==> src/rtl/vec_accel_pkg.sv <==
// Shared types for the vector accelerator slice: load-buffer FSM state,
// reduction op select, and the lane-counter width helper.
package vec_accel_pkg;

  typedef enum logic [1:0] {
    FILL  = 2'd0,
    ISSUE = 2'd1,
    WAIT  = 2'd2
  } vlb_state_t;

  typedef logic [1:0] red_op_t;

  // Lane counter width; a single-bit counter is kept as the floor.
  function automatic int unsigned cnt_width(input int unsigned n);
    return (n > 1) ? $clog2(n) : 1;
  endfunction

endpackage

==> src/rtl/vector_load_buffer.sv <==
// Assembles a valid/ready element stream into an N-lane vector, pulses set_out
// to the ALU and holds the vector until alu_done. Optional sticky protocol-error
// detection is built only with VECTOR_LOAD_BUFFER_ERR_EN defined.
module vector_load_buffer
  import vec_accel_pkg::*;
#(
  parameter int unsigned     BITS = 8,
  parameter int unsigned     N    = 4,
  parameter logic [BITS-1:0] PAD  = '0
) (
  input  logic            clk,
  input  logic            rst_n,
  input  logic [BITS-1:0] s_data,
  input  logic            s_valid,
  input  logic            s_last,
  input  logic [1:0]      s_op,
  output logic            s_ready,
  output logic [BITS-1:0] vec_out [N-1:0],
  output logic [1:0]      sel_out,
  output logic            set_out,
  input  logic            alu_done,
  output logic            busy,
  output logic            err
);

  localparam int unsigned CW = cnt_width(N);

  vlb_state_t      state_q, state_d;
  logic [CW-1:0]   cnt_q, cnt_d;
  red_op_t         sel_q, sel_d;
  logic [BITS-1:0] vec_q [N-1:0];
  logic [BITS-1:0] vec_d [N-1:0];
  logic            accept;
  logic            last_lane;

  assign accept    = (state_q == FILL) && s_valid;
  assign last_lane = (cnt_q == CW'(N - 1));

  always_comb begin
    state_d = state_q;
    cnt_d   = cnt_q;
    sel_d   = sel_q;
    vec_d   = vec_q;
    case (state_q)
      FILL: begin
        if (accept) begin
          // Lanes above the current one are padded when the vector ends early.
          for (int unsigned k = 0; k < N; k++) begin
            if (k == 32'(cnt_q))
              vec_d[k] = s_data;
            else if (s_last && (k > 32'(cnt_q)))
              vec_d[k] = PAD;
          end
          if (cnt_q == '0)
            sel_d = s_op;
          if (last_lane || s_last) begin
            state_d = ISSUE;
            cnt_d   = '0;
          end else begin
            cnt_d = cnt_q + CW'(1);
          end
        end
      end
      ISSUE:   state_d = WAIT;
      WAIT:    if (alu_done) state_d = FILL;
      default: state_d = FILL;
    endcase
  end

  always_ff @(posedge clk) begin
    if (!rst_n) begin
      state_q <= FILL;
      cnt_q   <= '0;
      sel_q   <= '0;
      vec_q   <= '{default: '0};
    end else begin
      state_q <= state_d;
      cnt_q   <= cnt_d;
      sel_q   <= sel_d;
      vec_q   <= vec_d;
    end
  end

  // Outputs are gated by rst_n so they read idle while reset is held.
  assign s_ready = rst_n && (state_q == FILL);
  assign busy    = rst_n && ((state_q == ISSUE) || (state_q == WAIT));
  assign set_out = rst_n && (state_q == ISSUE);
  assign sel_out = sel_q;
  assign vec_out = vec_q;

`ifdef VECTOR_LOAD_BUFFER_ERR_EN
  logic err_q, err_d;

  always_comb begin
    err_d = err_q;
    if (accept && last_lane && !s_last)
      err_d = 1'b1;
    if (alu_done && (state_q != WAIT))
      err_d = 1'b1;
  end

  always_ff @(posedge clk) begin
    if (!rst_n) err_q <= 1'b0;
    else        err_q <= err_d;
  end

  assign err = err_q;
`else
  assign err = 1'b0;
`endif

endmodule

==> config.mk <==
export PLATFORM = sky130hd
export DESIGN_NAME = vector_load_buffer
export DESIGN_NICKNAME = d
export VERILOG_FILES = /design/src/rtl/vec_accel_pkg.sv /design/src/rtl/vector_load_buffer.sv
export SDC_FILE = /design/constraint.sdc
export NUM_CORES = 1
export LEC_CHECK = 0
export CORE_UTILIZATION = 41
export DETAILED_ROUTE_END_ITERATION = 10
export PLACE_DENSITY = 0.75
export RECOVER_POWER = 25
export SYNTH_ARGS = -nofsm -noshare
export SYNTH_HDL_FRONTEND = slang
export SYNTH_SLANG_ARGS = --single-unit
==> constraint.sdc <==
create_clock -name clk -period 1.33 [get_ports clk]
set_input_delay 0.3325 -clock clk [delete_from_list [all_inputs] [get_ports clk]]
set_output_delay 0.3325 -clock clk [all_outputs]
set_load 0.01 [all_outputs]
* Yosys cells after proc, flatten, opt, wreduce, memory -nomap -nowiden
Index checks and enable logic that the tools add are counted.
** Word-level totals
- Bits in registers :: 38
- Input port bits :: 15
- Output and inout port bits :: 38
- Logic and storage cells :: 51
** Cells by class
- Add/subtract/negate cells :: 1
- Order comparisons :: 3
- Equal/unequal tests :: 9
- Multiplexer cells :: 11
- Reductions and logical operators :: 20
** Operators with widths (number)
- 8-bit 2-to-1 mux :: 6
- 3-bit AND reduction :: 5
- 2-bit 2-to-1 mux :: 4
- 1-bit logical AND :: 7
- 2-bit case mux with 3 select lines :: 1
- 2-bit nonzero test :: 3
- 2-bit == test (first input constant) :: 2
- 2-bit == test (second input constant) :: 2
- 2-bit greater-than comparator (first input constant) :: 2
- 2-bit zero test :: 2
- 2-bit != test (second input constant) :: 2
- 2-bit by 1-bit adder with 2-bit output (second input constant) :: 1
- 1-bit by 2-bit == test with 1-bit output (first input constant) :: 1
- 2-bit by 1-bit == test with 1-bit output (second input constant) :: 1
- 1-bit by 2-bit greater-than comparator with 1-bit output (first input constant) :: 1
- 1-bit logical OR :: 2
- 2-bit by 1-bit != test with 1-bit output (second input constant) :: 1
- 2-bit AND reduction :: 1

* Logic depth before layout (Yosys ltp)
- Depth after elaboration :: 5
- Gate-level depth with buffers :: 6
- Mapped depth without buffers :: 5

* Least setup slack after synthesis
OpenSTA, ideal clock, no wires.
- Path kind :: register -> register
- Start point :: register state_q[0]
- End point :: register vec_q (netlist bit vec_out[10])
- Library setup time :: 117 ps
- Arrival :: 1338 ps
- Data required time :: 1213 ps
- Setup slack :: -125 ps
- Stages on the path, launching flop included :: 7
- Cells stage by stage :: dfxtp_1 -> inv_1 -> ha_1 -> and2_1 -> and3_4 -> buf_6 -> a22o_1
** Between the ends
- Cells in the longest elaborated chain, start to end :: 3
** RTL lines
- start, declared :: line vector_load_buffer.sv:28 : vlb_state_t state_q, state_d;
- start signal, assigned :: line vector_load_buffer.sv:77 : state_q <= state_d;
- 2-bit zero test (*) :: line vector_load_buffer.sv:36, vector_load_buffer.sv:44
- 1-bit logical AND :: line vector_load_buffer.sv:36 : assign accept = (state_q == FILL) && s_valid;
- 3-bit AND reduction (no source line) (*)
- end signal, assigned :: line vector_load_buffer.sv:80 : vec_q <= vec_d;
- end, declared :: line vector_load_buffer.sv:31 : logic [BITS-1:0] vec_q [N-1:0];
Mark *: on every way between the ends. The rest lies on a longest branch, timed or not.
A chain may end at the register's enable or synchronous reset.

* Worst setup path in the final report
- Start point :: register state_q[1]
- End point :: output port busy
** Between the ends
- Cells in the longest elaborated chain, start to end :: 3
** RTL lines
- 2-bit by 1-bit == test with 1-bit output / 2-bit == test (equally long branches) :: line vector_load_buffer.sv:86 : assign busy = rst_n && ((state_q == ISSUE) || (state_q == WAIT));
- 1-bit logical OR (*) :: line vector_load_buffer.sv:86
- 1-bit logical AND (*) :: line vector_load_buffer.sv:86
- end, declared :: line vector_load_buffer.sv:22 : output logic busy,
Marked as above.

==> flow_metrics.py <==
metrics = {
    "status": {
        "status": "finished with violations",
        "violations": "negative setup slack",
    },
    "timing": {
        "hold_viol": 0,
        "maxSlewViolCount": 0,
        "layout_setup_ws_ps": -157,
        "clock.fmax_mhz": 672,
        "fin_setup_tns_ps": -371,
        "finalCriticalPeriod_ps": 1490,
        "worst_clock_skew_ps": 2.11,
        "fin_crit_sh": 1.12,
        "rsz0062_at_grt": "true",
        "setup_violations": 5,
    },
    "drt": {
        "drc_errors": 0,
        "wire_per_inst_um": 13.3,
        "first_pass_iters": 6,
        "drt_iter0_markers": 84,
        "finalWirelength_um": 3960,
        "avgViaCountPerCell": 4.94,
        "num_vias": 1468,
        "ant_nets": 0,
    },
    "die": {
        "ios": 53,
        "coreArea_um2": 3740,
        "die_w_um": 65.4,
        "die_y_um": 65.4,
        "start_util": 0.440,
        "die-area_um2": 4270,
        "fp-row-count": 22,
    },
    "placement": {
        "placed_cells": 288,
        "post-dp-hpwl_um": 2870,
        "pre_cts_slack_ps": -590,
        "port_buffers": 51,
        "place_congestion": 0.844,
    },
    "critical_path": {
        "path_class": "flip-flop to output port",
        "worstReg2RegStart": "state_q[1]$_SDFFE_PN0P_",
        "r2r_end": "vec_out[10]$_SDFFE_PN0P_",
        "arrival_ps": 1150,
        "critical_path.startpoint_type": "flip-flop",
        "crit_start": "state_q[1]$_SDFFE_PN0P_",
        "rrSetupSlack_ps": -10,
        "r2r_cells": 6,
        "worst_ep_required_time_ps": 1000,
        "crit_fanout": 3,
        "critPathCapture": "busy",
        "cp-end-kind": "output port",
    },
    "clocking": {
        "cts_tree": "built",
        "cts-buffers-inserted": 5,
        "htree_levels": 2,
        "clkTransAtPathRegs_ps": 80,
        "root_buffer": "clkbuf_8",
        "cts_sinks": 38,
        "cts_buffer_depth": 2,
        "worstSkewPairLatency_ps": 280,
    },
    "final_layout": {
        "final_util": 0.655,
        "n_fill_cell": 337,
        "nNetsFinal": 272,
        "final_common_cell": "nand2_1",
        "layout.cells.most_common_list": "nand2_1, dlygate4sd2_1, dfxtp_1",
        "drive_above_1_share": 0.201,
        "antenna_cells": 0,
        "fin_cells": 297,
        "synthToLayoutAreaGrowth_pct": 49.1,
    },
    "job": {
        "maxCapViolations": 0,
    },
    "yosys": {
        "synthCells": 179,
        "ys_types": 25,
        "ys_ff_latch": 38,
        "yosys_warnings": 0,
        "ys_seq_area_frac": 0.462,
        "synthesis.nets": 203,
        "syn-cell-area_um2": 1650,
        "syn_avg_cell_area_um2": 9.19,
    },
    "grt": {
        "antenna_found_initial": 0,
        "grt_pass1_vias": 1399,
        "grt_pass1_wl_um": 6710,
        "grt_overflow": 0,
        "grt_max_degree": 21,
        "grt_use_total": 0.204,
    },
    "power": {
        "peakVddDrop_mv": 1.02,
        "powerDensity_nw_per_um2": 1400,
        "total_power_mw": 3.43,
        "p_leak_nw": 1.12,
    },
    "hold_path": {
        "hold_class": "flip-flop to flip-flop",
        "holdPathStages": 2,
    },
}
==> metal layers <==
layer / vias to the layer above / global-route usage / wire length, µm
li1: 736 / - / -
met1: 672 / 0.266 / 1830
met2: 54 / 0.336 / 1820
met3: 6 / 0.0434 / 267
met4: 0 / 0.0571 / 34
met5: - / 0 / 0
==> cell usage after synthesis <==
cell type   n  area (µm²)
nand2_1    42         158
dfxtp_1    38         761
conb_1      1        3.75
buf_2       2        10.0
inv_1       4        15.0
buf_4       3        22.5
mux2i_1    10         100
nand3_1    19        95.1
nand2b_1    2        12.5
nand2_2     1        6.26
a21oi_4     1        16.3
o21ai_0     1        5.00
nor2b_1     1        6.26
a21boi_0   20         150
o211ai_1    1        7.51
ha_1        9         113
and2_1      4        25.0
and3_1      1        6.26
clkbuf_1    5        18.8
nor2_1      1        3.75
o21a_1      1        7.51
a22o_1      8        70.1
and3_4      1        11.3
buf_6       1        11.3
a21oi_1     2        10.0
==> worst min path at each step <==
stage                     slack [ps]                       end                      from
after floorplan                  460   state_q[0]$_SDFFE_PN0P_   state_q[0]$_SDFFE_PN0P_
after global placement           440  vec_out[18]$_SDFFE_PN0P_  vec_out[18]$_SDFFE_PN0P_
after detailed placement         450  vec_out[20]$_SDFFE_PN0P_  vec_out[20]$_SDFFE_PN0P_
after CTS                        460  vec_out[19]$_SDFFE_PN0P_  vec_out[19]$_SDFFE_PN0P_
after global routing             480  vec_out[19]$_SDFFE_PN0P_  vec_out[19]$_SDFFE_PN0P_
final                            460  vec_out[31]$_SDFFE_PN0P_  vec_out[31]$_SDFFE_PN0P_
==> state kept, by name, indices dropped and copies added (netlist names) <==
signal   flops
cnt_q        2
sel_out      2
state_q      2
vec_out     32
==> critical path, stage by stage (launching register included) <==
cell and delay, ps:
dfxtp_2 350, inv_4 50, ha_4 220, and2_1 120, buf_2 130
==> stage by stage <==
stage	instance area, µm²	hold WS [ps]
floorplan	1660	461
global placement	2350	444
detailed placement	2350	451
CTS	2400	461
global route	2450	479
finish	2450	458
==> cells by family (layout without fill, tap and decap cells) <==
logic type	Yosys count	after routing	share of synthesized area
AOI/OAI and AO/OA	34	34	0.162
adders and majority gates	9	9	0.0684
buffers and inverters	15	85	0.0471
DFF	38	38	0.462
muxes	10	10	0.0608
other	1	1	0.00228
and+or+nand+nor	72	72	0.197
==> what timing repair did <==
action / in CTS / in global routing
pin swaps: 8 / 2
gates resized for setup: 53 / 17
hold buffers: 0 / 0
endpoints found under the hold margin: 0 / 0
setup buffers: 0 / 1
endpoints found under the setup margin: 48 / 41
==> layout make-up <==
type | instances | area [µm²] | area share
multi-input combinational | 126 | 851 | 0.347
sequential | 38 | 766 | 0.312
timing repair buffer | 73 | 664 | 0.271
clock buffer | 6 | 82.6 | 0.0337
tap | 48 | 60.1 | 0.0245
inverter | 4 | 17.5 | 0.00714
clock inverter | 2 | 12.5 | 0.00510
==> report_power, final <==
| part | internal, mW | leakage (nW) | switching [mW] |
|---|---|---|---|
| sequential | 1.25 | 0.310 | 0.0595 |
| combinational | 0.691 | 0.759 | 0.608 |
| clock | 0.417 | 0.0472 | 0.407 |
| total | 2.35 | 1.12 | 1.07 |
No activity file was read; power rests on OpenSTA's default activity.
